[config.mk]
export PLATFORM = sky130hd
export DESIGN_NAME = seq_restoring_divider
export DESIGN_NICKNAME = d
export VERILOG_FILES = /design/src/rtl/seq_restoring_divider_pkg.sv /design/src/rtl/seq_restoring_divider_cla.sv /design/src/rtl/seq_restoring_divider.sv
export SDC_FILE = /design/constraint.sdc
export NUM_CORES = 1
export LEC_CHECK = 0
export CAP_MARGIN = 20
export CORE_MARGIN = 3
export CORE_UTILIZATION = 50
export CTS_CLUSTER_SIZE = 14
export DETAILED_ROUTE_END_ITERATION = 10
export GPL_TIMING_DRIVEN = 1
export PLACE_DENSITY = 0.76
export SYNTH_ARGS = -nofsm -noshare
export SYNTH_HDL_FRONTEND = slang
export SYNTH_HIERARCHICAL = 1
export SYNTH_SLANG_ARGS = --single-unit
[constraint.sdc]
create_clock -name clk -period 4 [get_ports clk]
set_input_delay 0.8 -clock clk [delete_from_list [all_inputs] [get_ports clk]]
set_output_delay 0.8 -clock clk [all_outputs]
set_load 0.03 [all_outputs]
[src/rtl/seq_restoring_divider_pkg.sv]
// Shared arithmetic-library definitions for the sequential restoring divider.
package seq_restoring_divider_pkg;

  typedef enum logic [1:0] {
    IDLE = 2'd0,
    RUN  = 2'd1,
    DONE = 2'd2
  } state_e;

  // Width of one carry-lookahead group in the subtractor.
  localparam int CLA_GROUP = 4;

  // Iteration counter width; never narrower than one bit.
  function automatic int cnt_width(input int width);
    return (width < 2) ? 1 : $clog2(width);
  endfunction

endpackage

[src/rtl/seq_restoring_divider_cla.sv]
// Combinational W-bit a - b on a carry-lookahead adder: a + ~b + 1.
// Carries are looked ahead inside each 4-bit group and ripple between groups.
// cout = 1 means no borrow (a >= b).
module cla_subtractor
  import seq_restoring_divider_pkg::*;
#(
  parameter int W = 9
) (
  input  logic [W-1:0] a,
  input  logic [W-1:0] b,
  output logic [W-1:0] diff,
  output logic         cout
);

  logic [W-1:0] bn;
  logic [W-1:0] g;
  logic [W-1:0] p;

  assign bn = ~b;
  assign g  = a & bn;
  assign p  = a ^ bn;

  // Per-bit carry as a flat generate/propagate product from its group's carry-in.
  always_comb begin : carry_chain
    logic [W:0] c;
    logic       acc;
    logic       pp;
    int         base;
    c    = '0;
    c[0] = 1'b1;
    acc  = 1'b0;
    pp   = 1'b0;
    base = 0;
    for (int i = 0; i < W; i++) begin
      base = (i / CLA_GROUP) * CLA_GROUP;
      acc  = g[i];
      pp   = p[i];
      for (int j = i - 1; j >= base; j--) begin
        acc = acc | (pp & g[j]);
        pp  = pp & p[j];
      end
      c[i+1] = acc | (pp & c[base]);
    end
    diff = p ^ c[W-1:0];
    cout = c[W];
  end

endmodule

[src/rtl/seq_restoring_divider.sv]
// Multi-cycle unsigned restoring divider, one quotient bit per clock.
// start is only honoured in IDLE; results are held until the next accepted start.
module seq_restoring_divider
  import seq_restoring_divider_pkg::*;
#(
  parameter int WIDTH = 8
) (
  input  logic             clk,
  input  logic             rst_n,
  input  logic             start,
  input  logic [WIDTH-1:0] dividend,
  input  logic [WIDTH-1:0] divisor,
  output logic             busy,
  output logic             done,
  output logic [WIDTH-1:0] quotient,
  output logic [WIDTH-1:0] remainder,
  output logic             div_by_zero
);

  localparam int            CW   = cnt_width(WIDTH);
  localparam logic [CW-1:0] LAST = CW'(WIDTH - 1);

  state_e           state_q, state_d;
  logic [CW-1:0]    cnt_q, cnt_d;
  logic [WIDTH:0]   r_q, r_d;
  logic [WIDTH-1:0] q_q, q_d;
  logic [WIDTH-1:0] d_q, d_d;
  logic [WIDTH-1:0] quo_q, quo_d;
  logic [WIDTH-1:0] rem_q, rem_d;
  logic             dbz_q, dbz_d;

  logic [WIDTH:0]   s;
  logic [WIDTH:0]   t;
  logic             no_borrow;
  logic [WIDTH:0]   r_it;
  logic [WIDTH-1:0] q_it;
  logic             div_zero_in;

  // One restoring step: shift in the next dividend bit, trial-subtract D.
  assign s = {r_q[WIDTH-1:0], q_q[WIDTH-1]};

  cla_subtractor #(.W(WIDTH + 1)) u_sub (
    .a    (s),
    .b    ({1'b0, d_q}),
    .diff (t),
    .cout (no_borrow)
  );

  assign r_it        = no_borrow ? t : s;
  assign q_it        = {q_q[WIDTH-2:0], no_borrow};
  assign div_zero_in = (divisor == '0);

  // State register.
  always_ff @(posedge clk or negedge rst_n) begin
    if (!rst_n) state_q <= IDLE;
    else        state_q <= state_d;
  end

  // Next-state logic.
  always_comb begin
    state_d = state_q;
    case (state_q)
      IDLE:    if (start) state_d = div_zero_in ? DONE : RUN;
      RUN:     if (cnt_q == LAST) state_d = DONE;
      DONE:    state_d = IDLE;
      default: state_d = IDLE;
    endcase
  end

  // Handshake outputs decoded from state.
  always_comb begin
    busy = (state_q != IDLE);
    done = (state_q == DONE);
  end

  // Datapath next values: load on accepted start, iterate in RUN, commit on the last step.
  always_comb begin
    cnt_d = cnt_q;
    r_d   = r_q;
    q_d   = q_q;
    d_d   = d_q;
    quo_d = quo_q;
    rem_d = rem_q;
    dbz_d = dbz_q;
    case (state_q)
      IDLE: begin
        if (start) begin
          if (div_zero_in) begin
            quo_d = '1;
            rem_d = dividend;
            dbz_d = 1'b1;
          end else begin
            d_d   = divisor;
            q_d   = dividend;
            r_d   = '0;
            cnt_d = '0;
            dbz_d = 1'b0;
          end
        end
      end
      RUN: begin
        r_d   = r_it;
        q_d   = q_it;
        cnt_d = cnt_q + CW'(1);
        if (cnt_q == LAST) begin
          quo_d = q_it;
          rem_d = r_it[WIDTH-1:0];
        end
      end
      default: ;
    endcase
  end

  // Datapath and result registers.
  always_ff @(posedge clk or negedge rst_n) begin
    if (!rst_n) begin
      cnt_q <= '0;
      r_q   <= '0;
      q_q   <= '0;
      d_q   <= '0;
      quo_q <= '0;
      rem_q <= '0;
      dbz_q <= 1'b0;
    end else begin
      cnt_q <= cnt_d;
      r_q   <= r_d;
      q_q   <= q_d;
      d_q   <= d_d;
      quo_q <= quo_d;
      rem_q <= rem_d;
      dbz_q <= dbz_d;
    end
  end

  assign quotient    = quo_q;
  assign remainder   = rem_q;
  assign div_by_zero = dbz_q;

endmodule
Word level (Yosys, flattened, before mapping)

Index checks and enable logic that the tools add are counted.

Output and inout bits: 19
Flip-flop bits (word level): 46
Input port bits: 19

Muxes and demuxes: 23
Equality and inequality tests: 7
Reduce and logical (&&, ||, !) cells: 9
Bitwise operators: 55
Add/subtract/negate cells: 1

Operator list:

| kind                                           | count |
|---|---|
| 2-to-1 mux 8 bit                               | 11 |
| one-hot mux 8 bit (2 select lines)             | 4 |
| AND 1 bit                                      | 29 |
| OR 1 bit                                       | 21 |
| AND 9 bit                                      | 1 |
| NOT 8 -> 9 bit                                 | 1 |
| XOR 9 bit                                      | 1 |
| zero test 8 bit                                | 1 |
| inequality test 2 bit (second input constant)  | 4 |
| XOR 8 bit                                      | 1 |
| 2-to-1 mux 2 bit                               | 3 |
| 2-to-1 mux 3 bit                               | 2 |
| one-hot mux 3 bit (2 select lines)             | 1 |
| AND reduction 3 bit                            | 2 |
| one-hot mux 2 bit (2 select lines)             | 1 |
| AND reduction 2 bit                            | 2 |
| AND reduction 4 bit                            | 1 |
| nonzero test 2 bit                             | 2 |
| adder 3 x 1 -> 3 bit (second input constant)   | 1 |
| == test 3 bit (second input constant)          | 1 |
| == test 2 x 1 -> 1 bit (second input constant) | 1 |
| == test 2 bit (second input constant)          | 1 |
| zero test 2 bit                                | 1 |
| 2-to-1 mux 1 bit                               | 1 |
| NOT 1 bit                                      | 1 |

Depth between registers and ports, before layout

Gate-level depths: netlist of the first run.

Word-level depth: 14
Mapped depth: 11
Mapped depth without buffers: 10

Hierarchy

Netlist of the first run, hierarchy kept.

By module, submodules not included:

| module                | area an instance (sq um) | sequential area each (sq um) | cells each | instances |
|---|---|---|---|---|
| seq_restoring_divider | 1958.1                   | 1151.1                       | 150        | 1 |
| cla_subtractor        | 347.8                    | 0.0                          | 46         | 1 |

Worst setup path after synthesis of the first run

OpenSTA, ideal clock, no wires.

Path type: register -> register
From: register q_q[7]
To: register rem_q[2] (netlist: remainder[2])
Stages on the path, launching flop included: 12
Path slack: 1430 ps
Buffers on the path: 1
Data arrival time: 2444 ps
Required time: 3874 ps
Path through: dfrtp_1 -> inv_1 -> ha_1 -> o2111ai_1 -> a31oi_1 -> a21oi_2 -> o21bai_1 -> fa_1 -> clkbuf_1 -> mux2i_1 -> nor2_1 -> a221o_1

Cells in the longest elaborated chain, start to end: 11

Ends and longest elaborated chain:

| item                                   | line                            | text |
|---|---|---|
| start, declared                        | seq_restoring_divider.sv:26     | `logic [WIDTH-1:0] q_q, q_d;` |
| start signal, assigned                 | seq_restoring_divider.sv:127    | `q_q <= q_d;` |
| AND 9 bit                              | seq_restoring_divider_cla.sv:20 | `assign g = a & bn;` |
| AND 1 bit                              | seq_restoring_divider_cla.sv:39 | `acc = acc \| (pp & g[j]);` |
| OR 1 bit                               | seq_restoring_divider_cla.sv:39 |  |
| OR 1 bit (*)                           | seq_restoring_divider_cla.sv:42 | `c[i+1] = acc \| (pp & c[base]);` |
| AND 1 bit (*)                          | seq_restoring_divider_cla.sv:42 |  |
| OR 1 bit (*)                           | seq_restoring_divider_cla.sv:42 |  |
| AND 1 bit (*)                          | seq_restoring_divider_cla.sv:42 |  |
| OR 1 bit (*)                           | seq_restoring_divider_cla.sv:42 |  |
| net no_borrow                          | seq_restoring_divider.sv:34     | `logic no_borrow;` |
| 2-to-1 mux 8 bit (*)                   | seq_restoring_divider.sv:49     | `assign r_it = no_borrow ? t : s;` |
| 2-to-1 mux 8 bit (*)                   | seq_restoring_divider.sv:105    | `if (cnt_q == LAST) begin` |
| one-hot mux 8 bit (2 select lines) (*) | seq_restoring_divider.sv:85     | `case (state_q)` |
| end signal, assigned                   | seq_restoring_divider.sv:130    | `rem_q <= rem_d;` |
| end, declared                          | seq_restoring_divider.sv:29     | `logic [WIDTH-1:0] rem_q, rem_d;` |

Mark *: on every way through the listed nets, which the timed path passes. The rest lies on a longest branch. The select of a mux whose other input is x is not followed.
A chain may end at the register's enable or synchronous reset.

Final worst setup path of the first run

Ends and elaborated chain as after synthesis.

==> results of run 1 <==
==> final cells by class <==
class | instances | area share, %
tap | 52 | 2.30
multi-input combinational | 121 | 36.5
sequential | 46 | 40.7
clock inverter | 3 | 1.59
timing repair buffer | 38 | 13.6
inverter | 22 | 2.92
clock buffer | 5 | 2.43
==> state kept, by name, indices dropped and copies added (netlist names) <==
name / flops
d_q: 8
q_q: 8
quotient: 8
r_q: 8
remainder: 8
cnt_q: 3
state_q: 2
div_by_zero: 1
==> worst paths after layout <==
kind	startpoint	endpoint	slack (ps)	cells after the start
setup / recovery	q_q[7]	remainder[2]	1040	10
hold / removal	rst_n	div_by_zero	350	1
setup reg to reg	q_q[7]	remainder[2]	1040	10
hold reg to reg	cnt_q[0]	cnt_q[0]	500	1
max in group asynchronous	rst_n	quotient[7]	3190	2
min in group clk	cnt_q[0]	cnt_q[0]	500	1
==> power breakdown <==
part           switching [mW]  internal (mW)
clock                   0.164          0.186
sequential              0.160          0.687
combinational           0.739          0.650
==> critical path, stage by stage (launching register included) <==
cell                        delay (ps)
sky130_fd_sc_hd__dfrtp_1           410
sky130_fd_sc_hd__inv_1              70
sky130_fd_sc_hd__ha_1              330
sky130_fd_sc_hd__o2111ai_1         240
sky130_fd_sc_hd__a31oi_1           190
sky130_fd_sc_hd__a21oi_2           220
sky130_fd_sc_hd__o21bai_1          100
sky130_fd_sc_hd__fa_1              610
sky130_fd_sc_hd__mux2i_1           330
sky130_fd_sc_hd__nor2_1             70
sky130_fd_sc_hd__a221o_1           280
==> layout by cell type (no fill, tap or decap), drive strengths merged <==
master | Yosys | final
and3 | 1 | 1
mux2 | 8 | 8
or4 | 2 | 2
nand2 | 2 | 2
nor2 | 11 | 11
nor4 | 2 | 2
o21ba | 1 | 1
mux2i | 9 | 9
ha | 11 | 11
conb | 1 | 1
xnor2 | 5 | 5
a22o | 2 | 2
clkdlybuf4s50 | 0 | 36
o21bai | 2 | 2
o21a | 2 | 2
a21o | 4 | 4
a221o | 8 | 8
o2bb2ai | 8 | 8
nand3 | 1 | 1
o22ai | 7 | 7
bufinv | 0 | 1
clkbuf | 4 | 5
a21boi | 1 | 1
dfrtp | 46 | 46
a31oi | 1 | 1
o21ai | 2 | 2
nor3 | 2 | 2
o2111ai | 1 | 1
buf | 3 | 2
o221a | 1 | 1
nor2b | 2 | 2
o22a | 8 | 8
inv | 22 | 22
nor3b | 1 | 1
or2 | 1 | 1
a21oi | 10 | 10
or3b | 1 | 1
nand2b | 1 | 1
fa | 2 | 2
clkinvlp | 0 | 2
==> metrics by stage <==
step	power, mW	instance area (um2)	instances	worst slack [ps]
floorplan	1.84	2310	196	1430
global placement	2.20	2700	278	1080
detailed placement	2.23	2700	278	1050
CTS	2.60	2810	286	1040
global route	2.77	2830	287	888
finish	2.59	2830	287	1040
==> per-layer routing <==
layer,vias up,share of wire (%),track usage [%],wire (um)
met3,9,3.1,4.38,156
li1,790,-,-,-
met4,0,1.6,5.63,78
met1,853,46,27.3,2300
met2,28,50,31.8,2490
met5,-,0,0,0
==> cells by family after synthesis <==
group / Yosys count / synth area share, %
AOI/OAI and AO/OA: 58 / 20.2
DFF: 46 / 49.9
buffers and inverters: 29 / 5.26
and+or+nand+nor: 27 / 6.89
muxes: 17 / 7.98
adders and majority gates: 13 / 7.70
xor gates and xnor gates: 5 / 1.90
other: 1 / 0.163
==> cell usage after synthesis (2+ instances only) <==
| library cell | count |
|---|---|
| sky130_fd_sc_hd__a21o_1 | 3 |
| sky130_fd_sc_hd__a21oi_1 | 8 |
| sky130_fd_sc_hd__a221o_1 | 8 |
| sky130_fd_sc_hd__a22o_1 | 2 |
| sky130_fd_sc_hd__clkbuf_1 | 4 |
| sky130_fd_sc_hd__dfrtp_1 | 46 |
| sky130_fd_sc_hd__fa_1 | 2 |
| sky130_fd_sc_hd__ha_1 | 11 |
| sky130_fd_sc_hd__inv_1 | 21 |
| sky130_fd_sc_hd__mux2_2 | 7 |
| sky130_fd_sc_hd__mux2i_1 | 9 |
| sky130_fd_sc_hd__nand2_1 | 2 |
| sky130_fd_sc_hd__nor2_1 | 11 |
| sky130_fd_sc_hd__nor2b_1 | 2 |
| sky130_fd_sc_hd__nor4_1 | 2 |
| sky130_fd_sc_hd__o21a_1 | 2 |
| sky130_fd_sc_hd__o21ai_0 | 2 |
| sky130_fd_sc_hd__o22a_1 | 8 |
| sky130_fd_sc_hd__o22ai_1 | 7 |
| sky130_fd_sc_hd__o2bb2ai_1 | 8 |
| sky130_fd_sc_hd__or4_4 | 2 |
| sky130_fd_sc_hd__xnor2_1 | 5 |
==> insert_results.sql, run 1 <==
INSERT INTO impl_metrics (metric_group, metric, value, unit) VALUES
('hold_path', 'hold_path.class', 'in2async', ''),
('clock_network', 'clk_path_buf_depth', '2', ''),
('logic_synthesis', 'synth.lib_cells_used.distinct', '46', ''),
('die', 'die_height', '73.9', 'um'),
('logic_synthesis', 'synth-async-reset-ratio', '100', '%'),
('finish', 'sequential_cell_area', '1150', 'um2'),
('global_route', 'grt.total_usage', '19.9', '%'),
('clock_network', 'worst_setup_hold_path_clk_slew', '90', 'ps'),
('placed_design', 'place_congestion', '0.742', ''),
('clock_network', 'post_cts_buffers', '0', ''),
('power', 'vdd_drop_max', '0.492', 'mV'),
('setup_path', 'worst_setup_path_start_kind', 'flip-flop', ''),
('logic_synthesis', 'synth.cell_area', '2310', 'um2'),
('timing', 'slew_violations', '0', ''),
('logic_synthesis', 'postSynthNetCount', '228', ''),
('clock_network', 'cts_max_level', '2', ''),
('logic_synthesis', 'postSynth.topFlopCell', 'sky130_fd_sc_hd__dfrtp_1', ''),
('routing', 'wire_per_inst', '17.5', 'um'),
('clock_network', 'cts_num_sinks', '46', ''),
('logic_synthesis', 'synth_area_leader_cell', 'sky130_fd_sc_hd__dfrtp_1', ''),
('logic_synthesis', 'post_synth_edffs', '0', ''),
('timing', 'timing.hold.ws', '345', 'ps'),
('global_route', 'initial_antenna_violation_count', '0', ''),
('logic_synthesis', 'netlist.area_leader.share', '49.9', '%'),
('global_route', 'grt_pass1_wl', '8290', 'um'),
('setup_path', 'path_max_fanout', '10', ''),
('finish', 'area_delta_synth_final', '22.8', '%'),
('logic_synthesis', 'netlist_top_cells_area', 'sky130_fd_sc_hd__dfrtp_1, sky130_fd_sc_hd__ha_1, sky130_fd_sc_hd__mux2i_1', ''),
('timing', 'timing.setup.tns', '0', 'ps'),
('setup_path', 'criticalPathCategory', 'reg2reg', ''),
('routing', 'first_iter_violations', '94', ''),
('timing', 'setup_repair_after_global_routing_missed_its_margin', 'false', ''),
('routing', 'detail-route-antenna-nets', '0', ''),
('global_route', 'grt_total_ovfl', '0', ''),
('routing', 'detailedRoute.firstPassIterationCount', '4', ''),
('setup_path', 'worst_ep_arrival_time', '3150', 'ps'),
('finish', 'n_fill_cell', '357', ''),
('timing', 'timing.clock.skew', '8.40', 'ps'),
('finish', 'ratio_of_cells_with_drive_above_1_in_the_final_layout', '13.2', '%'),
('finish', 'final_net_count', '266', ''),
('timing', 'fmaxAchievable', '0.338', 'GHz'),
('clock_network', 'insertion_delay_to_the_later_sink_of_the_worst_skew_pair', '300', 'ps'),
('status', 'outcome', 'finished, final reports clean', ''),
('timing', 'setup_viol_count_final', '0', ''),
('timing', 'finalWorstPathRequiredPeriod', '2960', 'ps'),
('routing', 'num_vias', '1680', ''),
('finish', 'multiInputGateArea', '1030', 'um2'),
('die', 'rows', '24', ''),
('routing', 'viasPerCell', '5.85', ''),
('global_route', 'grt_max_degree', '47', ''),
('finish', 'postLayoutCoreUtil', '64.1', '%'),
('logic_synthesis', 'ys_seq_elements', '46', ''),
('logic_synthesis', 'ys_warn_count', '6', ''),
('routing', 'final_routed_wirelength', '5030', 'um'),
('placed_design', 'buffer_ports.inserted', '37', ''),
('power', 'cellLeakagePower', '1.27', 'nW'),
('setup_path', 'cp-end-kind', 'flip-flop', ''),
('die', 'start_util', '52.2', '%'),
('clock_network', 'tritoncts', 'yes', ''),
('timing', 'worst_slew_margin_rel', '50.3', '%'),
('clock_network', 'cts_resized', '0', ''),
('logic_synthesis', 'syn_area_per_cell', '11.8', 'um2'),
('global_route', 'first_global_vias', '1640', ''),
('power', 'cellPowerDensity', '913', 'nW/um2'),
('die', 'io-pin-count', '38', ''),
('finish', 'inserted_diodes', '0', ''),
('timing', 'timing_worst_slew_pin_value', '746', 'ps'),
('routing', 'drc_errors', '0', ''),
('die', 'die_w', '73.9', 'um'),
('clock_network', 'cts_inserted_buffers', '5', ''),
('placed_design', 'dp_hpwl', '3480', 'um'),
('die', 'die_area', '5460', 'um2'),
('timing', 'layout_worst_path_cycle_share', '73.9', '%'),
('logic_synthesis', 'syn-instance-count', '196', ''),
('timing', 'timing.final.hold_violations', '0', ''),
('setup_path', 'data_required_critical_path', '4190', 'ps'),
('clock_network', 'cts_root_buffer', 'sky130_fd_sc_hd__clkbuf_8', ''),
('clock_network', 'postCtsHoldBufs', '0', ''),
('die', 'design.core.area', '4410', 'um2'),
('logic_synthesis', 'fraction_of_the_yosys_area_taken_by_sequential_cells', '49.9', '%'),
('job', 'maxCapViolCount', '0', '');
No activity file was read; power rests on OpenSTA's default activity.
==> inputs of run 2 (changes only) <==
CORE_UTILIZATION = 48   (was 50)
clock period = 2.5 ns   (was 4 ns; I/O delays follow)
==> insert_results.sql, run 2 (same netlist as run 1, synthesis figures left out) <==
INSERT INTO impl_metrics (metric_group, metric, value, unit) VALUES
('routing', 'detailedRoute.firstPassIterationCount', '4', ''),
('placed_design', 'buffer_ports.inserted', '37', ''),
('timing', 'postLayoutSetupSlackWorst', '-127', 'ps'),
('die', 'die_area', '5670', 'um2'),
('clock_network', 'worst_setup_hold_path_clk_slew', '80', 'ps'),
('setup_path', 'worst_r2r_path_depth', '10', ''),
('setup_path', 'criticalPathCategory', 'reg2reg', ''),
('power', 'vdd_drop_max', '0.899', 'mV'),
('finish', 'stdcell_count', '309', ''),
('routing', 'drc_errors', '0', ''),
('die', 'io-pin-count', '38', ''),
('routing', 'wire_per_inst', '18.4', 'um'),
('placed_design', 'place_congestion', '0.776', ''),
('die', 'die_w', '75.3', 'um'),
('routing', 'viasPerCell', '5.70', ''),
('finish', 'inserted_diodes', '0', ''),
('clock_network', 'clk_path_buf_depth', '2', ''),
('routing', 'final_routed_wirelength', '5700', 'um'),
('setup_path', 'critPathSlowestCell', 'sky130_fd_sc_hd__dfrtp_1', ''),
('status', 'failing_checks', 'setup timing', ''),
('global_route', 'grt.total_usage', '21.3', '%'),
('timing', 'setup_viol_count_final', '10', ''),
('routing', 'num_vias', '1761', ''),
('timing', 'finalWorstPathRequiredPeriod', '2630', 'ps'),
('timing', 'fmaxAchievable', '0.381', 'GHz'),
('setup_path', 'worst_ep_arrival_time', '2810', 'ps'),
('status', 'outcome', 'finished with violations', ''),
('power', 'cellLeakagePower', '1.40', 'nW'),
('die', 'die_height', '75.3', 'um'),
('setup_path', 'crit_chain', 'ha_4 -> o2111ai_4 -> a31oi_4 -> a21oi_2 -> o21bai_1 -> fa_2 -> buf_8 -> mux2i_4 -> nor2_1 -> a221o_1', ''),
('finish', 'final_net_count', '289', ''),
('die', 'start_util', '51.2', '%'),
('die', 'design.core.area', '4500', 'um2'),
('finish', 'area_delta_synth_final', '38.5', '%'),
('setup_path', 'ff2ff_setup_slack', '-130', 'ps'),
('clock_network', 'tritoncts', 'yes', ''),
('job', 'maxCapViolCount', '0', ''),
('placed_design', 'placed_cells', '297', ''),
('timing', 'timing.setup.tns', '-927', 'ps'),
('die', 'rows', '24', ''),
('timing', 'timing.clock.skew', '7.48', 'ps'),
('placed_design', 'dp_hpwl', '3770', 'um'),
('routing', 'first_iter_violations', '111', ''),
('global_route', 'first_global_vias', '1887', ''),
('setup_path', 'data_required_critical_path', '2680', 'ps'),
('placed_design', 'preCtsSetupSlack', '-128', 'ps'),
('clock_network', 'insertion_delay_to_the_later_sink_of_the_worst_skew_pair', '290', 'ps'),
('timing', 'setup_repair_after_global_routing_missed_its_margin', 'true', ''),
('setup_path', 'slowest_cell_delay_on_critical_path', '440', 'ps'),
('hold_path', 'hold_path.class', 'in2async', ''),
('global_route', 'grt_total_ovfl', '0', ''),
('finish', 'ratio_of_cells_with_drive_above_1_in_the_final_layout', '27.6', '%'),
('timing', 'timing.final.hold_violations', '0', ''),
('timing', 'worst_slew_margin_rel', '49.9', '%'),
('setup_path', 'cp-end-kind', 'flip-flop', ''),
('timing', 'layout_worst_path_cycle_share', '105', '%'),
('power', 'cellPowerDensity', '1610', 'nW/um2'),
('timing', 'timing_worst_slew_pin_value', '751', 'ps'),
('global_route', 'initial_antenna_violation_count', '0', ''),
('timing', 'timing.hold.ws', '279', 'ps'),
('setup_path', 'path_max_fanout', '5', ''),
('clock_network', 'cts_inserted_buffers', '5', ''),
('finish', 'most_frequent_cells_in_the_layout', 'sky130_fd_sc_hd__dfrtp_1, sky130_fd_sc_hd__clkdlybuf4s50_1, sky130_fd_sc_hd__inv_1, sky130_fd_sc_hd__buf_4, sky130_fd_sc_hd__nor2_1', ''),
('clock_network', 'cts_num_sinks', '46', ''),
('clock_network', 'cts_root_buffer', 'sky130_fd_sc_hd__clkbuf_8', ''),
('routing', 'detail-route-antenna-nets', '0', ''),
('power', 'p_total', '5.14', 'mW'),
('setup_path', 'worst_setup_path_start_kind', 'flip-flop', ''),
('timing', 'slew_violations', '0', ''),
('finish', 'final_common_cell', 'sky130_fd_sc_hd__dfrtp_1', ''),
('global_route', 'grt_max_degree', '47', ''),
('global_route', 'grt_pass1_wl', '9040', 'um'),
('clock_network', 'cts_max_level', '2', '');
==> run 2: changes by cell type in the layout (fill, tap and decap cells not counted), moves of 2 or more <==
cell                         change
sky130_fd_sc_hd__clkinvlp_4      -2
sky130_fd_sc_hd__ha_2            +2
sky130_fd_sc_hd__buf_4          +20
sky130_fd_sc_hd__mux2i_4         +6
sky130_fd_sc_hd__ha_1            -5
sky130_fd_sc_hd__ha_4            +3
sky130_fd_sc_hd__mux2i_1         -6
==> run 2: path summary, 6_finish.rpt <==
kind,from,end
min,rst_n,quotient[6]
max in group asynchronous,rst_n,d_q[7]
max reg2reg,d_q[0],remainder[3]
min in group clk,quotient[2],quotient[2]
min reg2reg,quotient[2],quotient[2]
max,d_q[0],remainder[3]
==> run 2: cell type report <==
cell class	count	area [um2]
Multi-Input combinational cell	121	1200
Sequential cell	46	1150
Tap cell	52	65.1
Clock inverter	1	30.0
Clock buffer	6	82.6
Inverter	22	82.6
Timing Repair Buffer	61	582
Fill cell	306	1310
==> run 2: stage by stage <==
stage	cell area, um2	utilization [%]
2_1_floorplan	2310	-
3_3_place_gp	2870	63.6
3_5_place_dp	2870	63.6
4_1_cts	3060	67.9
5_1_grt	3190	70.9
6_report	3190	70.9
==> run 2: what timing repair did <==
item | 4_1_cts | 5_1_grt
gates cloned | 1 | 0
setup buffers | 3 | 1
endpoints found under the setup margin | 8 | 16
resized for setup | 10 | 20
pin swaps | 3 | 6
hold buffers | 0 | 0
==> run 2: worst max-delay path, delay by kind of cell (launching register included) <==
family / cells / cell delay, ps
AO/OA/AOI/OAI: 5 / 980
adder cells (fa/ha/maj): 2 / 690
buffers and inverters: 1 / 170
flip-flops: 1 / 440
multiplexers: 1 / 180
AND/OR/NAND/NOR: 1 / 60
==> run 2: power breakdown <==
| group | switching (mW) | internal (mW) | total [mW] |
|---|---|---|---|
| Combinational | 1.59 | 1.63 | 3.22 |
| Sequential | 0.264 | 1.10 | 1.36 |
| Clock | 0.236 | 0.320 | 0.556 |
| Total | 2.09 | 3.05 | 5.14 |
==> run 2: per-layer routing <==
layer	track usage [%]	vias up	wire [um]
met5	0	-	0
met4	6.02	0	26
met3	5.41	2	249
met2	36.0	52	3000
met1	27.3	878	2420
li1	-	829	-
